**config.mk**
```make
export PLATFORM = sky130hd
export DESIGN_NAME = round_tracker
export DESIGN_NICKNAME = d
export VERILOG_FILES = /design/src/rtl/round_tracker.sv
export SDC_FILE = /design/constraint.sdc
export NUM_CORES = 1
export LEC_CHECK = 0
export BUFFER_PORTS_ARGS = -buffer_cell sky130_fd_sc_hd__buf_2
export CAP_MARGIN = 5
export CORE_MARGIN = 5
export CORE_UTILIZATION = 45
export CTS_BUF_LIST = sky130_fd_sc_hd__clkbuf_8
export DETAILED_ROUTE_END_ITERATION = 7
export MAX_ROUTING_LAYER = met4
export PLACE_DENSITY = 0.74
export SLEW_MARGIN = 10
export SYNTH_ARGS = -nofsm -noshare
export SYNTH_HDL_FRONTEND = slang
export SYNTH_SLANG_ARGS = --single-unit
```
**constraint.sdc**
```tcl
create_clock -name CLK -period 2.1 [get_ports CLK]
set_clock_uncertainty 0.15 [all_clocks]
set_input_delay 0.21 -clock CLK [delete_from_list [all_inputs] [get_ports CLK]]
set_output_delay 0.21 -clock CLK [all_outputs]
set_load 0.03 [all_outputs]
```
**src/rtl/round_tracker.sv**
```systemverilog
// Duck-hunt round tracker: debounces the zapper trigger into shot pulses and
// sequences ducks through flight and result pauses for one game.
//
// state    | meaning
// ---------+-----------------------------------------------------------
// S_WAIT   | idle before a game; a shot in Start requests start_pulse
// S_FLY    | a duck is in flight, shots and frame ticks are counted
// S_RESULT | pause after a duck, shots ignored, frame ticks counted
// S_OVER   | game finished or aborted, counters frozen until RESET
module round_tracker #(
  parameter int DEBOUNCE_CYCLES = 500000,
  parameter int SHOTS_PER_DUCK  = 3,
  parameter int DUCKS_PER_GAME  = 10,
  parameter int FLY_FRAMES      = 300,
  parameter int RESULT_FRAMES   = 60
) (
  input  logic       CLK,
  input  logic       RESET,
  input  logic [1:0] state,
  input  logic       trigger,
  input  logic       hit,
  input  logic       frame_tick,
  output logic       start_pulse,
  output logic       done_pulse,
  output logic       shot,
  output logic       duck_active,
  output logic       duck_hit,
  output logic       duck_escaped,
  output logic [1:0] shots_left,
  output logic [3:0] ducks_hit,
  output logic [3:0] duck_index
);

  localparam int DW = $clog2(DEBOUNCE_CYCLES + 1);
  localparam int FW = $clog2(FLY_FRAMES + 1);
  localparam int RW = $clog2(RESULT_FRAMES + 1);

  localparam logic [DW-1:0] DEB_LAST = DW'(DEBOUNCE_CYCLES - 1);
  localparam logic [FW-1:0] FLY_LAST = FW'(FLY_FRAMES);
  localparam logic [RW-1:0] RES_LAST = RW'(RESULT_FRAMES);
  localparam logic [1:0]    SHOTS_L  = 2'(SHOTS_PER_DUCK);
  localparam logic [3:0]    DUCKS_L  = 4'(DUCKS_PER_GAME);

  typedef enum logic [1:0] {S_WAIT, S_FLY, S_RESULT, S_OVER} st_e;

  logic          sync1_q, sync2_q;
  logic          deb_q, deb_d;
  logic [DW-1:0] deb_cnt_q, deb_cnt_d;
  logic          shot_q;

  st_e           st_q, st_d;
  logic [1:0]    sl_q, sl_d;
  logic [3:0]    dh_q, dh_d;
  logic [3:0]    di_q, di_d;
  logic [FW-1:0] fc_q, fc_d, fc_inc;
  logic [RW-1:0] rc_q, rc_d, rc_inc;
  logic          act_q, act_d;
  logic          start_q, start_d;
  logic          done_q, done_d;
  logic          hit_q, hit_d;
  logic          esc_q, esc_d;
  logic          launch, ended;

  logic is_start, is_game, is_done;
  assign is_start = (state == 2'b00) || (state == 2'b11);
  assign is_game  = (state == 2'b01);
  assign is_done  = (state == 2'b10);

  assign fc_inc = fc_q + 1'b1;
  assign rc_inc = rc_q + 1'b1;

  always_comb begin
    deb_d     = deb_q;
    deb_cnt_d = '0;
    if (sync2_q != deb_q) begin
      if (deb_cnt_q == DEB_LAST) begin
        deb_d = sync2_q;
      end else begin
        deb_cnt_d = deb_cnt_q + 1'b1;
      end
    end
  end

  always_ff @(posedge CLK) begin
    if (RESET) begin
      sync1_q   <= 1'b0;
      sync2_q   <= 1'b0;
      deb_q     <= 1'b0;
      deb_cnt_q <= '0;
      shot_q    <= 1'b0;
    end else begin
      sync1_q   <= trigger;
      sync2_q   <= sync1_q;
      deb_q     <= deb_d;
      deb_cnt_q <= deb_cnt_d;
      shot_q    <= deb_d & ~deb_q;
    end
  end

  always_comb begin
    st_d    = st_q;
    sl_d    = sl_q;
    dh_d    = dh_q;
    di_d    = di_q;
    fc_d    = fc_q;
    rc_d    = rc_q;
    act_d   = act_q;
    start_d = 1'b0;
    done_d  = 1'b0;
    hit_d   = 1'b0;
    esc_d   = 1'b0;
    launch  = 1'b0;
    ended   = 1'b0;
    case (st_q)
      S_WAIT: begin
        if (is_start && shot_q) begin
          start_d = 1'b1;
          dh_d    = '0;
          di_d    = '0;
        end else if (is_game) begin
          launch = 1'b1;
        end
      end
      S_FLY: begin
        if (is_done) begin
          st_d  = S_OVER;
          act_d = 1'b0;
        end else begin
          // the shot is resolved before the flight timeout of the same cycle
          if (shot_q) begin
            sl_d = (sl_q != 2'd0) ? sl_q - 2'd1 : 2'd0;
            if (hit) begin
              dh_d  = (dh_q < DUCKS_L) ? dh_q + 4'd1 : dh_q;
              hit_d = 1'b1;
              ended = 1'b1;
            end else if (sl_q <= 2'd1) begin
              esc_d = 1'b1;
              ended = 1'b1;
            end
          end
          if (frame_tick && !ended) begin
            fc_d = fc_inc;
            if (fc_inc == FLY_LAST) begin
              esc_d = 1'b1;
              ended = 1'b1;
            end
          end
          if (ended) begin
            st_d  = S_RESULT;
            act_d = 1'b0;
            rc_d  = '0;
          end
        end
      end
      S_RESULT: begin
        if (is_done) begin
          st_d = S_OVER;
        end else if (frame_tick) begin
          rc_d = rc_inc;
          if (rc_inc == RES_LAST) begin
            if (di_q == DUCKS_L) begin
              done_d = 1'b1;
              st_d   = S_OVER;
            end else begin
              launch = 1'b1;
            end
          end
        end
      end
      default: ;
    endcase
    if (launch) begin
      st_d  = S_FLY;
      di_d  = (di_q < DUCKS_L) ? di_q + 4'd1 : di_q;
      sl_d  = SHOTS_L;
      fc_d  = '0;
      act_d = 1'b1;
    end
  end

  always_ff @(posedge CLK) begin
    if (RESET) begin
      st_q    <= S_WAIT;
      sl_q    <= '0;
      dh_q    <= '0;
      di_q    <= '0;
      fc_q    <= '0;
      rc_q    <= '0;
      act_q   <= 1'b0;
      start_q <= 1'b0;
      done_q  <= 1'b0;
      hit_q   <= 1'b0;
      esc_q   <= 1'b0;
    end else begin
      st_q    <= st_d;
      sl_q    <= sl_d;
      dh_q    <= dh_d;
      di_q    <= di_d;
      fc_q    <= fc_d;
      rc_q    <= rc_d;
      act_q   <= act_d;
      start_q <= start_d;
      done_q  <= done_d;
      hit_q   <= hit_d;
      esc_q   <= esc_d;
    end
  end

  assign shot         = shot_q;
  assign start_pulse  = start_q;
  assign done_pulse   = done_q;
  assign duck_hit     = hit_q;
  assign duck_escaped = esc_q;
  assign duck_active  = act_q;
  assign shots_left   = sl_q;
  assign ducks_hit    = dh_q;
  assign duck_index   = di_q;

endmodule

```
# [After elaboration in Yosys (flattened, before gate mapping)]
# Cells that the tools add are included.
[totals] regBits=55 inputBits=7 out_inout_bits=16 wordCells=149
[op_classes] add_sub_neg=6 n_lt_le_gt_ge=3 n_eq_ne=28 muxes=56 bitwise_logic=10 n_reduce_logical=29
[op_table] cell="$mux W4" count=8
[op_table] cell="$mux W1" count=29
[op_table] cell="$mux W6" count=4
[op_table] cell="$mux W2" count=11
[op_table] cell="$add A19 B1 Y19 const B" count=1
[op_table] cell="$eq A19 B19 Y1 const B" count=1
[op_table] cell="$ne A2 B2 Y1 const B" count=9
[op_table] cell="$ne A4 B4 Y1 const B" count=4
[op_table] cell="$reduce_and A5 Y1" count=3
[op_table] cell="$reduce_bool A2 Y1" count=7
[op_table] cell="$ne A3 B3 Y1 const B" count=4
[op_table] cell="$pmux W6 S2" count=1
[op_table] cell="$add A9 B1 Y9 const B" count=1
[op_table] cell="$eq A9 B9 Y1 const B" count=1
[op_table] cell="$not A1 Y1" count=9
[op_table] cell="$reduce_and A3 Y1" count=3
[op_table] cell="$add A4 B1 Y4 const B" count=2
[op_table] cell="$lt A4 B4 Y1 const B" count=2
[op_table] cell="$pmux W4 S2" count=1
[op_table] cell="$add A6 B1 Y6 const B" count=1
[op_table] cell="$eq A2 B2 Y1 const B" count=3
[op_table] cell="$eq A6 B6 Y1 const B" count=1
[op_table] cell="$reduce_and A6 Y1" count=1
[op_table] cell="$reduce_bool A3 Y1" count=2
[op_table] cell="18 further kinds" count=23

# [Depth between registers and ports, before layout]
# Gate-level depths: netlist (run 1).
[depth] word_depth=15 depth_mapped=9

# [Worst setup path after synthesis (run 1)]
# OpenSTA, ideal clock, no wires.
[synth_path] path_kind="register to register" from="reg di_q[0] (netlist: duck_index[0])" to="reg di_q[0] (netlist: duck_index[0])" setup_time_ns=0.071 arrival_time_ns=1.832 required_time_ns=1.879 slack_ns=0.047 path_stages_with_launch=10 path_buffers=1 path_cell_list="dfxtp_1 -> inv_1 -> ha_1 -> and3b_1 -> nor2_1 -> a32o_1 -> buf_2 -> mux2i_1 -> nand2_1 -> a21oi_1"
[synth_between] elab_chain_cells=8 elab_cells_between_ends=14
[synth_lines] item="start, declared" line_no="54" source="logic [3:0] di_q, di_d;"
[synth_lines] item="start signal, assigned" line_no="198" source="di_q <= di_d;"
[synth_lines] item="$eq A4 B4 Y1" line_no="161" source="if (di_q == DUCKS_L) begin"
[synth_lines] item="$mux W1" line_no="161"
[synth_lines] item="$mux W1" line_no="160" source="if (rc_inc == RES_LAST) begin"
[synth_lines] item="$mux W1" line_no="158" source="end else if (frame_tick) begin"
[synth_lines] item="$mux W1" line_no="156" source="if (is_done) begin"
[synth_lines] item="$pmux W1 S2" line_no="114" source="case (st_q)"
[synth_lines] item="$ne A2 B1 Y1 (no source line) or $reduce_bool A2 Y1 (tied branches)"
[synth_lines] item="$reduce_and A3 Y1 (no source line)"
# Several ways; a longest one is shown, not always the timed one. The select of a mux whose other input is x is not followed.
# A chain may end at the register's enable or synchronous reset.

# [Worst setup path after layout (run 1)]
[layout_path] from="reg st_q[1]" to="reg rc_q[2]"
[layout_between] elab_chain_cells=3 elab_cells_between_ends=9
[layout_lines] item="start, declared" line_no="51" source="st_e st_q, st_d;"
[layout_lines] item="start signal, assigned" line_no="195" source="st_q <= st_d;"
[layout_lines] item="$eq A2 B1 Y1 or $eq A2 B2 Y1 (tied branches)" line_no="114"
[layout_lines] item="$ne A2 B2 Y1 (no source line) or $reduce_bool A2 Y1 (tied branches)"
[layout_lines] item="$reduce_and A5 Y1 (no source line)"
[layout_lines] item="end signal, assigned" line_no="200" source="rc_q <= rc_d;"
[layout_lines] item="end, declared" line_no="56" source="logic [RW-1:0] rc_q, rc_d, rc_inc;"
# Several ways; a longest one is shown, not always the timed one.

==> reports/metrics.sh, run 1 <==
CHIPHEIGHT_UM=87.86
SETUP_VIOL_COUNT_FINAL=0
CTSLONGESTPATHBUFFERS=2
PLACE.PORT_BUFFERS=22
GROUTE.USAGE.OVERALL=0.1600
DETAILEDROUTE.FIRSTPASSITERATIONCOUNT=4
INITIAL_UTILIZATION=0.4607
IR_WORST_VDD_uV=409.2
CRITPATHARRIVALTIME_NS=2.08
ASYNCSETRESETFLOPFRACSYNTH=0
FINAL.PERIOD_UTILIZATION=0.9684
FRACTION_OF_THE_MAPPED_NETLIST_AREA_IN_COMPOUND_GATES=0.1335
CP_MAX_FO=5
WORST_SETUP_PATH_END_KIND='register'
POSTSYNTH.TOPFLOPCELL='sky130_fd_sc_hd__dfxtp_1'
GLOBAL_ROUTE_WIRE_LENGTH_BEFORE_REPAIR_UM=9770
CRITICAL_PATH_CLASS='register to register'
PD_CELLS_nW_PER_UM2=755.1
DIE_AREA_UM2=7719
YOSYS-MUX-AREA-FRACTION=0.01835
CELLS_ALONG_THE_CRITICAL_PATH='inv_1 -> ha_2 -> a21boi_0 -> nor4b_4 -> or2_4 -> nor2_4 -> a32o_1'
SYNTHESIS.AREA_PER_INSTANCE_UM2=8.714
FMAX_ACHIEVED_MHz=491.7
YS_WARN_COUNT=0
NUM_VIAS=2275
ANT_NETS=0
AREA_OF_THE_MAPPED_NETLIST_UM2=2728
MAXSLEWHEADROOM=0.6923
FINAL.FILL_COUNT=548
FINAL_CORE_UTILIZATION=0.5421
MIN_PATH_TYPE='primary input to register'
CTS_ROOT_BUFFER='sky130_fd_sc_hd__clkbuf_8'
SYNTH_ENABLE_FLOP_CELLS=0
CRITPATHSLOWESTCELL='sky130_fd_sc_hd__nor4b_4'
FINALWORSTPATHREQUIREDPERIOD_NS=2.034
PATH_DELAY_FAMILY='simple AND/OR/NAND/NOR gates'
DIE_BOUNDARY_WIDTH_UM=87.86
DETAILEDROUTE.FIRSTITERATIONVIOLATIONS=95
SYNTH_TOP_FAMILY_BY_AREA='simple AND/OR/NAND/NOR gates'
AREA_GROWTH_SYN_TO_LAYOUT_PCT=17.66
GP_ROUTABILITY_CONGESTION=0.8207
RESULT_OF_THE_RUN='finished, final reports clean'
POST-ROUTE-DRC-COUNT=0
CLKSLEWWORSTSETUPHOLDPATHS_NS=0.09
NUMBER_OF_BUFFER_AND_INVERTER_INSTANCES_ALONG_THE_WORST_SETUP_PATH=1
SYNTHADDERAREAFRAC=0.05505
NET_COUNT_AFTER_SYNTHESIS=332
NETLIST_INSTANCES=313
MAX-CAP-VIOLATIONS=0
PLACE.DETAILED.HPWL_UM=3975
MULTI_INPUT_COMB_AREA_UM2=1604
TIMING_WORST_SLEW_PIN_VALUE_NS=0.4567
SYNTH_XOR_AREA_FRAC=0.08349
WORSTSKEWPAIRLATENCY_NS=0.31
USE_MET1=0.2032
GRT_ANTENNA_BEFORE_REPAIR=0
YOSYSUNIQUECELLTYPES=50
FIRST_GLOBAL_VIAS=2237
GRT_START_MAX_NET_PINS=24
CTS_TREE='built'
ROUTED_VIA_DENSITY=5.291
SYNTH_SEQ_CELLS=55
SYNTH-SIMPLE-AREA-SHARE=0.2794
FLOORPLAN.CORE_AREA_UM2=5921
DRT_WIRELENGTH_UM=5439
TIMING.FINAL.HOLD_VIOLATIONS=0
CRITPATHLAUNCHTYPE='register'
PLACEMENT_ROWS=28
DESIGN_POWER_TOTAL_mW=2.423
N_ANTENNA_CELL=0
USE_MET2=0.2616
SLEW_VIOLATIONS=0
POST_ROUTE_CELLS_DRIVE_ABOVE_1_SHARE=0.1887
GLOBALROUTE.TOTALOVERFLOW=0
CTS_BUFFERS=5
GRT.BUSIEST_LAYER='met2'
TOTAL_LEAKAGE_POWER_nW=1.207
ROUTED_WIRE_PER_STD_CELL_UM=12.65
SLOWEST_DELAY_NS=0.37
LAYOUT.AREA.SEQ_UM2=1106
CTS-HTREE-LEVELS=2
FINALNETCOUNT=373
TOP_LEVEL_I_O_COUNT=23
GR-USAGE-MET3=0.02822
WORST_EP_REQUIRED_TIME_NS=2.15
CLOCK_SINKS=55
YOSYSSEQAREASHARE=0.4037
==> final cells by class <==
class | count | share of cell area
multi-input cells | 240 | 0.4998
flip-flops and latches | 55 | 0.3446
repair buffers | 40 | 0.08109
clock buffers | 7 | 0.03002
well taps | 75 | 0.02924
inverters | 12 | 0.01404
clock inverters | 1 | 0.001170
==> per-stage QoR <==
step | TNS [ns] | hold slack (ns) | area [um^2] | std cells | setup slack (ns)
floorplan | 0 | 0.1882 | 2728 | 313 | 0.04730
global placement | 0 | 0.2827 | 3022 | 418 | 0.08463
detailed placement | 0 | 0.2742 | 3022 | 418 | 0.03173
CTS | 0 | 0.04038 | 3132 | 427 | 0.005119
global route | -0.08724 | 0.06950 | 3209 | 430 | -0.03258
finish | 0 | 0.05375 | 3209 | 430 | 0.06637
==> path summary, 6_finish.rpt <==
| path | from | endpoint | slack [ns] | cells after the start |
|---|---|---|---|---|
| min | hit | duck_hit | 0.05 | 2 |
| max reg2reg | st_q[1] | rc_q[2] | 0.07 | 7 |
| min reg2reg | sync1_q | sync2_q | 0.31 | 1 |
| max | st_q[1] | rc_q[2] | 0.07 | 7 |
==> synth_stat cells, types with 5 or more instances <==
library cell / n / area (um^2)
sky130_fd_sc_hd__a21oi_1: 14 / 70.07
sky130_fd_sc_hd__a32o_1: 5 / 50.05
sky130_fd_sc_hd__dfxtp_1: 55 / 1101
sky130_fd_sc_hd__ha_1: 12 / 150.1
sky130_fd_sc_hd__inv_1: 11 / 41.29
sky130_fd_sc_hd__mux2i_1: 5 / 50.05
sky130_fd_sc_hd__nand2_1: 30 / 112.6
sky130_fd_sc_hd__nand2b_1: 5 / 31.28
sky130_fd_sc_hd__nand3_1: 18 / 90.09
sky130_fd_sc_hd__nand4_1: 5 / 31.28
sky130_fd_sc_hd__nor2_1: 45 / 168.9
sky130_fd_sc_hd__nor2b_1: 6 / 37.54
sky130_fd_sc_hd__nor3_1: 11 / 55.05
sky130_fd_sc_hd__o21ai_0: 12 / 60.06
sky130_fd_sc_hd__xnor2_1: 11 / 96.34
sky130_fd_sc_hd__xor2_1: 15 / 131.4
==> cell families after synthesis <==
logic type	count (synthesis)
buf+inv	18
flops	55
mux	5
xor+xnor	26
fa+ha+maj	12
simple gates	146
compound gates	51
==> layout by cell type, fill, tap and decap left out, types with 7 or more instances in the layout <==
master / synthesis / routed
sky130_fd_sc_hd__nand3_1: 18 / 17
sky130_fd_sc_hd__dfxtp_1: 55 / 51
sky130_fd_sc_hd__a21oi_1: 14 / 14
sky130_fd_sc_hd__buf_4: 0 / 16
sky130_fd_sc_hd__buf_2: 4 / 22
sky130_fd_sc_hd__nor2_1: 45 / 44
sky130_fd_sc_hd__nand2_1: 30 / 29
sky130_fd_sc_hd__inv_1: 11 / 12
sky130_fd_sc_hd__ha_1: 12 / 10
sky130_fd_sc_hd__o21ai_0: 12 / 12
sky130_fd_sc_hd__clkbuf_8: 0 / 7
sky130_fd_sc_hd__nor3_1: 11 / 11
sky130_fd_sc_hd__xnor2_1: 11 / 11
sky130_fd_sc_hd__xor2_1: 15 / 15
==> layer usage <==
metal	routed length [um]	up-vias
met3	157	6
li1	-	1182
met2	2650	31
met1	2590	1056
met4	41	0
met5	0	-
==> sequential cells by signal, indices dropped and copies added, names as in the netlist <==
| name | flops |
|---|---|
| start_pulse | 1 |
| sync2_q | 1 |
| shot | 1 |
| fc_q | 9 |
| duck_escaped | 1 |
| sync1_q | 1 |
| duck_active | 1 |
| deb_cnt_q | 19 |
| deb_q | 1 |
| duck_hit | 1 |
| done_pulse | 1 |
| duck_index | 4 |
| st_q | 2 |
| shots_left | 2 |
| rc_q | 6 |
| ducks_hit | 4 |
==> power breakdown <==
part	internal [mW]	switching, mW
combinational	0.280	0.400
clock	0.297	0.327
sequential	1.08	0.0359
==> worst register-to-register path: stages (launching register included) <==
cell,delay [ns]
sky130_fd_sc_hd__dfxtp_1,0.33
sky130_fd_sc_hd__inv_1,0.10
sky130_fd_sc_hd__ha_2,0.23
sky130_fd_sc_hd__a21boi_0,0.29
sky130_fd_sc_hd__nor4b_4,0.37
sky130_fd_sc_hd__or2_4,0.22
sky130_fd_sc_hd__nor2_4,0.05
sky130_fd_sc_hd__a32o_1,0.21
==> what timing repair did <==
item / CTS / global route
resized for setup: 0 / 16
setup endpoints to repair: 0 / 11
setup buffers: 0 / 3
hold buffers: 1 / 0
hold endpoints to repair: 1 / 0
Power figures use the tool's default switching activity.
==> run 2: changes to the inputs <==
--- a/config.mk
+++ b/config.mk
@@ -7,12 +7,14 @@
 export LEC_CHECK = 0
 export BUFFER_PORTS_ARGS = -buffer_cell sky130_fd_sc_hd__buf_2
 export CAP_MARGIN = 5
+export CELL_PAD_IN_SITES_DETAIL_PLACEMENT = 1
+export CELL_PAD_IN_SITES_GLOBAL_PLACEMENT = 2
 export CORE_MARGIN = 5
-export CORE_UTILIZATION = 45
+export CORE_UTILIZATION = 34
 export CTS_BUF_LIST = sky130_fd_sc_hd__clkbuf_8
 export DETAILED_ROUTE_END_ITERATION = 7
 export MAX_ROUTING_LAYER = met4
-export PLACE_DENSITY = 0.74
+export PLACE_DENSITY = 0.86
 export SLEW_MARGIN = 10
 export SYNTH_ARGS = -nofsm -noshare
 export SYNTH_HDL_FRONTEND = slang
==> run 2 against run 1 <==
Effect of this change:
- core utilization fell by 12 points
- clock power rose by 2%
- count of clock-buffer cells in the layout decreased by 2
- highest routed layer unchanged
==> reports/metrics.sh, run 2 (synthesized netlist as in run 1, its figures left out) <==
RESULT_OF_THE_RUN='finished, final reports clean'
DETAILEDROUTE.FIRSTPASSITERATIONCOUNT=4  # unchanged
CTS_BUFFERS=5  # unchanged
CLKSLEWWORSTSETUPHOLDPATHS_NS=0.11  # +0.02 ns
AREA_GROWTH_SYN_TO_LAYOUT_PCT=20.09
GP_ROUTABILITY_CONGESTION=0.8103  # -1.3%
WL_MET2_UM=3309  # +25%
MAX-CAP-VIOLATIONS=0  # unchanged
SLEW_VIOLATIONS=0  # unchanged
TOP_LEVEL_I_O_COUNT=23  # unchanged
FINAL_CORE_UTILIZATION=0.4217  # -0.1203
PLACEMENT_ROWS=32  # +14%
CTS-HTREE-LEVELS=2  # unchanged
CRITPATHLAUNCHTYPE='register'
CRITPATHARRIVALTIME_NS=2.06  # -0.02 ns
TIMING_WORST_SLEW_PIN_VALUE_NS=0.4445  # -0.01220 ns
LAYOUT_TOP_REGISTERS='deb_cnt_q (19), fc_q (9), rc_q (6)'
FINAL_CELL_COUNT_NO_FILL=461  # +7.2%
N_ANTENNA_CELL=0  # unchanged
FLOORPLAN.CORE_AREA_UM2=7767  # +31%
DESIGN_POWER_TOTAL_mW=2.443  # +0.83%
TOTAL_LEAKAGE_POWER_nW=1.249  # +3.4%
R2R.WORST_PATH.CELLS=6  # -1
CTS_ROOT_BUFFER='sky130_fd_sc_hd__clkbuf_8'
DRT_WIRELENGTH_UM=6440  # +18%
DETAILEDROUTE.FIRSTITERATIONVIOLATIONS=73  # -23%
PLACED_CELLS_INCL_TAPS=450  # +7.7%
FINALWORSTPATHREQUIREDPERIOD_NS=1.997  # -0.03668 ns
FINALNETCOUNT=377  # +1.1%
WORST_EP_REQUIRED_TIME_NS=2.16  # about the same
GLOBAL_ROUTE_WIRE_LENGTH_BEFORE_REPAIR_UM=11250  # +15%
PD_CELLS_nW_PER_UM2=745.9  # -1.2%
CTSLONGESTPATHBUFFERS=2  # unchanged
FMAX_ACHIEVED_MHz=500.8  # +1.8%
CELLS_ALONG_THE_CRITICAL_PATH='nand3_1 -> o211a_1 -> nor4b_4 -> or2_4 -> nor2_4 -> a32o_1'
TOTALNEGATIVESETUPSLACK_NS=0  # unchanged
GLOBALROUTE.TOTALOVERFLOW=0  # unchanged
CRITPATHSLOWESTCELL='sky130_fd_sc_hd__dfxtp_1'
ROUTED_WIRE_PER_STD_CELL_UM=13.97  # +10%
ROUTE.LAYER.MET1.WL_UM=2951  # +14%
FINAL_COMMON_CELL='sky130_fd_sc_hd__dfxtp_1'
POST_ROUTE_CELLS_DRIVE_ABOVE_1_SHARE=0.1978  # +0.009039
MOSTFREQUENTLAYOUTCELLS='sky130_fd_sc_hd__dfxtp_1, sky130_fd_sc_hd__nor2_1, sky130_fd_sc_hd__nand2_1'
MIN_PATH_TYPE='primary input to register'
FIRST_GLOBAL_VIAS=2409  # +7.7%
ROUTED_VIA_DENSITY=5.041  # -4.7%
MAXSLEWHEADROOM=0.7014  # +0.009073
IR_WORST_VDD_uV=387.8  # -5.2%
CLOCK_SINKS=55  # unchanged
DIE_AREA_UM2=9913  # +28%
GRT_ANTENNA_BEFORE_REPAIR=0  # unchanged
HOLD_START='hit'
UPPERMOST_LAYER_ROUTED='met4'
CRIT-REG2REG-LAUNCH='fc_q[1]'
INITIAL_UTILIZATION=0.3512  # -0.1095
CTS_TREE='built'
MET3_LENGTH_UM=132  # -16%
WORST_SETUP_PATH_STARTPOINT='fc_q[1]'
POST-ROUTE-DRC-COUNT=0  # unchanged
SLOWEST_DELAY_NS=0.39  # +0.02 ns
CRITICAL_PATH_CLASS='register to register'
TIMING.FINAL.HOLD_VIOLATIONS=0  # unchanged
REGTOREGSETUPSLACK_NS=0.10  # +0.04 ns
HOLD_PATH_END='duck_hit'
LARGEST_REGISTER_FF_COUNT=19  # unchanged
MOST_FLOP_HEAVY_REGISTER='deb_cnt_q'
ANT_NETS=0  # unchanged
CP_MAX_FO=4  # -1
NUM_VIAS=2324  # +2.2%
CHIPHEIGHT_UM=99.57  # +13%
FINAL.PERIOD_UTILIZATION=0.9509  # -0.01747
DIE_BOUNDARY_WIDTH_UM=99.57  # +13%
GRT_START_MAX_NET_PINS=24  # unchanged
SETUP_VIOL_COUNT_FINAL=0  # unchanged
GROUTE.USAGE.OVERALL=0.1422  # -0.01774
WORST_SETUP_PATH_END_KIND='register'
TIMING.HOLD.WORST_PATH_DEPTH=2  # unchanged
PLACE.PORT_BUFFERS=22  # unchanged
RR_ENDPOINT='rc_q[3]'
WORSTSKEWPAIRLATENCY_NS=0.32  # about the same
PLACE.DETAILED.HPWL_UM=4881  # +23%
[run 2: power by group]
group	switching [mW]	internal [mW]
Clock	0.387	0.247
Sequential	0.0334	1.08
Combinational	0.406	0.286
[run 2: metrics by stage]
stage	instance area, um^2	worst slack (ns)	hold slack [ns]
floorplan	2728	0.04730	0.1882
global placement	3105	0.03445	0.2786
detailed placement	3105	-0.02243	0.2778
CTS	3214	0.04768	0.03241
global route	3276	-0.01020	0.02205
finish	3276	0.1031	0.03639
[run 2: worst max-delay path by stage]
stage                         end  slack [ns]  cells past startpoint
detailed placement        rc_q[2]       -0.02                      7
CTS                       rc_q[3]        0.05                      6
global placement    duck_index[0]        0.03                      9
global route                 shot       -0.01                      8
finish                    rc_q[3]        0.10                      6
floorplan           duck_index[0]        0.05                      9
[run 2: area by class of cell]
class | instances | area (um^2)
multi-input cells | 240 | 1600
well taps | 102 | 127.6
inverters | 12 | 45.04
clock buffers | 5 | 68.82
fillers | 947 | 4492
repair buffers | 44 | 302.8
clock inverters | 3 | 26.28
flip-flops and latches | 55 | 1105
[run 2: timing repair]
item	CTS	global route
hold buffers	1	0
buffers inserted	0	2
setup endpoints to repair	5	39
pin swaps	0	1
gates resized for setup	2	14
endpoints found under the hold margin	1	0
[run 2: routing by layer]
metal / vias to the layer above / track usage
li1: 1185 / -
met2: 24 / 0.2490
met5: - / -
met3: 6 / 0.02525
met4: 0 / 0.03151
met1: 1109 / 0.1703
[run 2: critical path: cells and delay by family (launching register included)]
family	cells	cell delay, ns
DFF	1	0.39
AOI/OAI and AO/OA	2	0.53
and+or+nand+nor	4	0.83
